===== src/rtl/adder_8bit.sv =====
// Registered 8-bit adder: two 4-bit carry-lookahead groups, one cycle latency.
// Reset is synchronous and forces the registered result to zero.

module adder_8bit_cla4 (
    input  logic [3:0] g_i,
    input  logic [3:0] p_i,
    input  logic       c_i,
    output logic [3:0] carry_o,
    output logic       c_o
);
    // Every carry is expanded from g/p and the group carry-in, not rippled.
    assign carry_o[0] = c_i;
    assign carry_o[1] = g_i[0] | (p_i[0] & c_i);
    assign carry_o[2] = g_i[1] | (p_i[1] & g_i[0]) | (p_i[1] & p_i[0] & c_i);
    assign carry_o[3] = g_i[2] | (p_i[2] & g_i[1]) | (p_i[2] & p_i[1] & g_i[0])
                      | (p_i[2] & p_i[1] & p_i[0] & c_i);
    assign c_o        = g_i[3] | (p_i[3] & g_i[2]) | (p_i[3] & p_i[2] & g_i[1])
                      | (p_i[3] & p_i[2] & p_i[1] & g_i[0])
                      | (p_i[3] & p_i[2] & p_i[1] & p_i[0] & c_i);
endmodule

module adder_8bit (
    input  logic       clk,
    input  logic       rst,
    input  logic [7:0] A,
    input  logic [7:0] B,
    input  logic       CIN,
    output logic [7:0] SUM,
    output logic       COUT
);
    logic [7:0] gen, prop, carry;
    logic       c4, cout_d, cout_q;
    logic [7:0] sum_d, sum_q;

    assign gen  = A & B;
    assign prop = A ^ B;

    adder_8bit_cla4 u_lo (
        .g_i     (gen[3:0]),
        .p_i     (prop[3:0]),
        .c_i     (CIN),
        .carry_o (carry[3:0]),
        .c_o     (c4)
    );

    adder_8bit_cla4 u_hi (
        .g_i     (gen[7:4]),
        .p_i     (prop[7:4]),
        .c_i     (c4),
        .carry_o (carry[7:4]),
        .c_o     (cout_d)
    );

    assign sum_d = prop ^ carry;

    always_ff @(posedge clk) begin
        if (rst) begin
            sum_q  <= 8'h00;
            cout_q <= 1'b0;
        end else begin
            sum_q  <= sum_d;
            cout_q <= cout_d;
        end
    end

    assign SUM  = sum_q;
    assign COUT = cout_q;
endmodule


===== config.mk =====
export PLATFORM = sky130hd
export DESIGN_NAME = adder_8bit
export DESIGN_NICKNAME = d
export VERILOG_FILES = /design/src/rtl/adder_8bit.sv
export SDC_FILE = /design/constraint.sdc
export NUM_CORES = 1
export LEC_CHECK = 0
export ABC_AREA = 1
export CAP_MARGIN = 20
export CORE_MARGIN = 2
export CORE_UTILIZATION = 43
export DETAILED_ROUTE_END_ITERATION = 8
export PLACE_DENSITY = 0.84
export SYNTH_ARGS = -nofsm -noshare
export SYNTH_HDL_FRONTEND = slang
export SYNTH_SLANG_ARGS = --single-unit

===== constraint.sdc =====
create_clock -name clk -period 3.7 [get_ports clk]
set_clock_uncertainty 0.1 [all_clocks]
set_input_delay 1.11 -clock clk [delete_from_list [all_inputs] [get_ports clk]]
set_output_delay 1.11 -clock clk [all_outputs]
set_load 0.03 [all_outputs]

# Word-level counts from Yosys, hierarchy flattened
# Cells that the tools add are included.
# word_totals
input_bits	19
output_inout_bits	9
reg_bits	9
word_cells	57
# op_classes
bitwise	55
# op_table
operator	count
AND 1 bit	32
bitwise OR 1 bit	20
XOR 8 bit	2
AND 8 bit	1

# Longest topological paths before layout
# Gate-level depths: netlist of run 1.
# depth
word_depth	9
ltp_mapped	9
ltp_nobuf	9

# Modules after synthesis
# A second synthesis of run 1 with hierarchy kept.
# hier_totals
cells_unflattened	94
hier_area_um2	584.3
# by_module_without_submodules
module	cells_per_inst	instances	seq_area_each_um2	area_per_inst_um2
adder_8bit	52	1	180.2	411.6
adder_8bit_cla4	21	2	0.0	86.3

# Worst setup path before layout of run 1
# Ideal clock, no wire load.
# synth_path
kind	input port to flip-flop
start	input A[3]
end	register sum_q[5], in the netlist SUM[5]
arrival_ns	2.306
slack_ns	1.179
cell_stages	6
required_ns	3.485
n_path_buf	0
setup_time_ns	0.115
cell_sequence	ha_1 a21oi_1 nand2_4 fa_1 xnor2_1 nor2_1
# synth_via
elab_chain_cells	9
word_cells_on_any_way	16
classes_between	bitwise (16)
# synth_rtl
element	line_no	source
start: declaration	25	input logic [7:0] A,
XOR 8 bit	36	assign prop = A ^ B;
AND 1 bit (on tied branches)	17, 18, 19	
bitwise OR 1 bit, or another cell as far along (2 in a row)	17	assign c_o = g_i[3] | (p_i[3] & g_i[2]) | (p_i[3] & p_i[2] & g_i[1])
bitwise OR 1 bit or AND 1 bit (tied branches)	18, 19	
bitwise OR 1 bit *	19	| (p_i[3] & p_i[2] & p_i[1] & p_i[0] & c_i);
AND 1 bit *	13	assign carry_o[1] = g_i[0] | (p_i[0] & c_i);
bitwise OR 1 bit *	13	
XOR 8 bit *	54	assign sum_d = prop ^ carry;
end signal: assignment	61	sum_q <= sum_d;
end: declaration	33	logic [7:0] sum_d, sum_q;
# Every way passes the cells marked *; elsewhere a longest branch is shown, timed or not.
# A chain may end at the register's enable or synchronous reset.

# Worst setup path in the final report of run 1
# Same ends and word-level chain as after synthesis.

==> flow_metrics.py, run 1 <==
metrics = {
    "power_and_ir_drop": {
        "pwr-share-seq_pct": 35.3,
        "power_frac_clock_pct": 22.3,
        "p_leak_nw": 0.437,
        "total_power_mw": 0.314,
        "combPwrFrac_pct": 42.3,
        "ir_drop_v": 0.000127,
        "powerDensity_nw_per_um2": 339,
        "switching_share_pct": 32.8,
        "cellInternalPower_mw": 0.211,
        "power_switching_mw": 0.103,
    },
    "setup_path": {
        "worst-setup-path-type": "in -> reg",
        "crit_fanout": 5,
        "worstPathRequired_ns": 3.73,
        "critPathArrivalTime_ns": 2.78,
        "endpoint_kind": "flip-flop",
        "start_kind": "input pin",
    },
    "sta": {
        "tightest_slew_ns": 0.306,
        "fin_crit_ns": 2.75,
        "finalHoldViolCount": 0,
        "drv_slew": 0,
        "rsz0062_at_grt": "no",
        "setup_violations": 0,
        "finalCritPeriodShare_pct": 74.3,
        "fmax_ghz": 0.364,
        "relSlewSlack_pct": 79.5,
        "holdWs_ns": 1.48,
        "fin_ws_ns": 0.952,
        "setup_tns_ns": 0,
    },
    "placed_design": {
        "dp_slack_ns": 0.693,
        "io_buffers": 27,
        "routabilityCongestion": 0.802,
        "hpwl_um": 950,
        "dp.cells": 119,
    },
    "clocking": {
        "max-clock-path-buffers": 2,
        "cts-root-buf": "clkbuf_4",
        "postCtsResizedCells": 0,
        "hold_buffers": 0,
        "post_cts_buffers": 0,
        "clock_sink_count": 9,
        "path_clk_slew_ns": 0.05,
        "cts_max_level": 1,
        "tritoncts": "built",
        "cts_made_buffers": 3,
    },
    "min_path": {
        "worstHoldEndpoint": "SUM[0]",
        "hold_depth": 2,
        "min-delay-start": "rst",
        "worstHoldPathType": "in -> reg",
    },
    "route": {
        "wl_um": 1170,
        "drt.antenna.violating_nets": 0,
        "drc_errors": 0,
        "dr.pass1.iters": 4,
        "drt_iter0_drc": 15,
        "viasPerCell": 4.63,
        "wire_per_inst_um": 9.50,
        "vias": 570,
    },
    "die": {
        "die_area_um2": 1740,
        "die_h_um": 41.7,
        "core_area_um2": 1320,
        "pin_count": 28,
        "start_util_pct": 46.4,
        "die_x_um": 41.7,
        "rows": 13,
    },
    "logic_synthesis": {
        "syn-num-nets": 106,
        "netlist_area_um2": 612,
        "ys_seq_elements": 9,
        "synth_area_per_cell_um2": 7.95,
        "yosysWarnings": 0,
        "netlist_instances": 77,
        "synth.distinct_cells": 19,
        "synth-seq-area-share_pct": 29.4,
    },
    "layout": {
        "drive_gt1_share_pct": 11.1,
        "nets": 138,
        "fin_cells": 123,
        "layout_common_cells": "27 x clkdlybuf4s50_1, 14 x nand2_1, 11 x inv_1, 10 x a21oi_1, 9 x dfxtp_1",
        "final_common_cell": "clkdlybuf4s50_1",
        "syn_to_final_growth_pct": 51.5,
        "diodes": 0,
    },
    "global_routing": {
        "grt-ovfl-total": 0,
        "antenna_found_initial": 0,
        "grt_pass1_wl_um": 1970,
        "track_usage_pct": 14.7,
        "grt_pass1_vias": 494,
        "grt_max_degree": 8,
    },
    "flow_run": {
        "cap_violations": 0,
    },
    "run_status": {
        "status": "finished, final reports clean",
    },
}
-- critical path: stages --
cell and delay [ns]:
clkdlybuf4s50_1 0.40, ha_1 0.34, a21oi_1 0.24, nand2_4 0.10
fa_1 0.38, xnor2_1 0.16, nor2_1 0.05
-- flip-flops by register name, summed over array words and instances (netlist names) --
| name | cells |
|---|---|
| COUT | 1 |
| SUM | 8 |
-- logic make-up after synthesis --
| family | count (synthesis) | synth area share, % |
|---|---|---|
| and+or+nand+nor | 31 | 26.8 |
| buffers and inverters | 13 | 8.18 |
| AOI/OAI and AO/OA | 12 | 9.81 |
| adders and majority gates | 10 | 22.9 |
| DFF | 9 | 29.4 |
| xor gates and xnor gates | 2 | 2.86 |
-- metal layers --
layer	global-route usage [%]	wire [um]	up-vias
li1	-	-	305
met1	17.3	536	246
met2	25.0	585	19
met3	1.30	47	0
met4	9.68	0	0
met5	0	0	-
-- through the flow --
stage	utilization, %	cell area (um^2)
after floorplan	-	612
after global placement	68.4	901
after detailed placement	68.4	901
after CTS	70.4	927
after global routing	70.4	927
final	70.4	927
-- synth_stat cells --
master    instances  area share, %
nand3b_1          1            1.2
dfxtp_1           9             29
o21ai_1           1           0.82
clkinv_2          1           0.82
nor2_1            8            4.9
o21ai_0           1           0.82
a21oi_1          10            8.2
nand3_2           1            1.6
nor2_4            1            1.8
xnor2_1           2            2.9
nand2_2           3            3.1
inv_2             1           0.61
nand3_1           1           0.82
inv_1            11            6.7
nand3_4           1            2.9
nand2_1          14            8.6
fa_1              2            6.5
nand2_4           1            1.8
ha_1              8             16
-- power by group through the flow --
stage | logic, mW | clock network (mW) | registers, mW
finish | 0.133 | 0.0701 | 0.111
global route | 0.145 | 0.0778 | 0.113
CTS | 0.133 | 0.0726 | 0.111
detailed placement | 0.131 | 0 | 0.113
global placement | 0.129 | 0 | 0.113
floorplan | 0.0553 | 0 | 0.138
-- worst max path at each step --
stage	start	end	slack, ns	cells after the start
2_1_floorplan	A[3]	SUM[5]	1.18	6
5_1_grt	A[2]	SUM[5]	0.86	9
3_5_place_dp	A[3]	SUM[5]	0.69	7
4_1_cts	A[3]	SUM[5]	0.95	7
3_3_place_gp	A[3]	SUM[5]	0.71	7
6_report	A[3]	SUM[5]	0.95	7
-- layout make-up --
class	count	area, um^2
clock buffers	4	26.3
fillers	108	390
inverters	13	50.0
multi-input cells	55	382
flip-flops and latches	9	180
well taps	15	18.8
repair buffers	27	270
Power figures use the tool's default switching activity.
==> inputs of run 2 (changes only) <==
--- a/config.mk
+++ b/config.mk
@@ -8,9 +8,9 @@
 export ABC_AREA = 1
 export CAP_MARGIN = 20
 export CORE_MARGIN = 2
-export CORE_UTILIZATION = 43
+export CORE_UTILIZATION = 36
 export DETAILED_ROUTE_END_ITERATION = 8
-export PLACE_DENSITY = 0.84
+export PLACE_DENSITY = 0.75
 export SYNTH_ARGS = -nofsm -noshare
 export SYNTH_HDL_FRONTEND = slang
 export SYNTH_SLANG_ARGS = --single-unit
==> constraint.sdc (replaced) <==
create_clock -name clk -period 2.23 [get_ports clk]
set_clock_uncertainty 0.1 [all_clocks]
set_input_delay 0.669 -clock clk [delete_from_list [all_inputs] [get_ports clk]]
set_output_delay 0.669 -clock clk [all_outputs]
set_load 0.03 [all_outputs]
==> flow_metrics.py, run 2 (same netlist as run 1, synthesis figures left out) <==
metrics = {
    "run_status": {
        "status": "finished, final reports clean",
    },
    "route": {
        "drt.antenna.violating_nets": 0,
        "drt_iter0_drc": 8,
        "viasPerCell": 4.79,
        "vias": 642,
        "wire_per_inst_um": 10.7,
        "wl_um": 1440,
        "dr.pass1.iters": 5,
        "drc_errors": 0,
    },
    "global_routing": {
        "use_met3_pct": 2.40,
        "antenna_found_initial": 0,
        "grt_pass1_wl_um": 2430,
        "track_usage_pct": 16.8,
        "grt_max_degree": 8,
        "use_met2_pct": 30.3,
        "use_met1_pct": 18.2,
        "grt_pass1_vias": 603,
        "busiest_layer": "met2",
        "grt-ovfl-total": 0,
    },
    "die": {
        "core_area_um2": 1540,
        "die_h_um": 45.2,
        "rows": 14,
        "start_util_pct": 39.7,
        "pin_count": 28,
        "die_area_um2": 2050,
        "die_x_um": 45.2,
    },
    "setup_path": {
        "critPathMaxStageDelay_ns": 0.66,
        "worstPathRequired_ns": 1.46,
        "crit_fanout": 1,
        "path_buf_inv": 1,
        "worst-setup-path-type": "reg -> out",
        "crit_chain": "clkdlybuf4s50_1",
        "start_kind": "flip-flop",
        "path_delay_family": "buffers and inverters",
        "critPathArrivalTime_ns": 1.24,
        "cp_slowest_cell": "clkdlybuf4s50_1",
        "endpoint_kind": "output pin",
    },
    "clocking": {
        "cts_made_buffers": 3,
        "path_clk_slew_ns": 0.06,
        "max-clock-path-buffers": 2,
        "clock_sink_count": 9,
        "cts-root-buf": "clkbuf_4",
        "cts_max_level": 1,
        "tritoncts": "built",
    },
    "layout": {
        "largest_reg_flops": 8,
        "fin_cells": 134,
        "nets": 148,
        "syn_to_final_growth_pct": 73.2,
        "postLayoutCoreUtil_pct": 68.8,
        "layout_common_cells": "19 x clkdlybuf4s50_1, 13 x nand2_1, 10 x buf_4",
        "drive_gt1_share_pct": 25.4,
        "diodes": 0,
        "final_common_cell": "clkdlybuf4s50_1",
    },
    "flow_run": {
        "cap_violations": 0,
    },
    "sta": {
        "rsz0062_at_grt": "no",
        "tightest_slew_ns": 0.308,
        "relSlewSlack_pct": 79.4,
        "fin_crit_ns": 2.01,
        "drv_slew": 0,
        "holdWs_ns": 0.827,
        "fmax_ghz": 0.498,
        "finalHoldViolCount": 0,
        "setup_violations": 0,
        "finalCritPeriodShare_pct": 90.1,
    },
    "min_path": {
        "worstHoldPathType": "in -> reg",
        "min-delay-start": "A[1]",
        "hold_depth": 5,
        "worstHoldEndpoint": "SUM[1]",
    },
    "placed_design": {
        "routabilityCongestion": 0.730,
        "io_buffers": 27,
        "hpwl_um": 1180,
        "dp.cells": 128,
    },
    "power_and_ir_drop": {
        "ir_drop_v": 0.000215,
        "p_leak_nw": 0.557,
        "powerDensity_nw_per_um2": 534,
    },
}
run 2: timing repair:
action | 4_1_cts | 5_1_grt
buffers inserted | 0 | 2
pin swaps | 3 | 7
endpoints found under the setup margin | 1 | 2
gates cloned | 0 | 0
resized for setup | 1 | 15
hold buffers | 0 | 0
run 2: per-layer routing:
metal / share of wire [%] / wire (um)
met2: 55 / 794
met5: 0 / 0
met1: 39 / 555
met4: 2.2 / 32
met3: 3.7 / 53
run 2: power breakdown:
group	total [mW]	switching, mW	internal (mW)
clock	0.128	0.0585	0.0691
sequential	0.185	0.00481	0.180
combinational	0.253	0.128	0.125
run 2: layout make-up:
cell class	instances	area, um^2
multi-input combinational	55	418
sequential	9	180
fill	140	482
inverter	13	50.0
clock buffer	4	26.3
timing repair buffer	37	365
tap	16	20.0
run 2: through the flow:
stage	cell area [um^2]	power [mW]	setup WS (ns)	setup TNS [ns]
2_1_floorplan	612	0.320	0.150	0
5_1_grt	1060	0.599	0.181	0
3_3_place_gp	962	0.418	-0.275	-0.576
6_report	1060	0.566	0.220	0
3_5_place_dp	962	0.426	-0.296	-0.679
4_1_cts	992	0.551	-0.00603	-0.00621
run 2: how the worst max path moves through the flow:
stage | start | endpoint | slack (ns) | cells past startpoint
2_1_floorplan | A[3] | SUM[5] | 0.15 | 6
3_3_place_gp | A[3] | SUM[5] | -0.28 | 7
3_5_place_dp | A[3] | SUM[5] | -0.30 | 7
4_1_cts | B[3] | SUM[5] | -0.006 | 9
5_1_grt | COUT | COUT | 0.18 | 1
6_report | SUM[2] | SUM[2] | 0.22 | 1
==> inputs of run 3 (changes only) <==
--- a/config.mk
+++ b/config.mk
@@ -9,6 +9,7 @@
 export CAP_MARGIN = 20
 export CORE_MARGIN = 2
 export CORE_UTILIZATION = 36
+export CTS_CLUSTER_DIAMETER = 150
 export DETAILED_ROUTE_END_ITERATION = 8
 export PLACE_DENSITY = 0.75
 export SYNTH_ARGS = -nofsm -noshare
==> results of run 3 <==
Same layout as run 2: the final DEF is identical, and so are final timing and power.
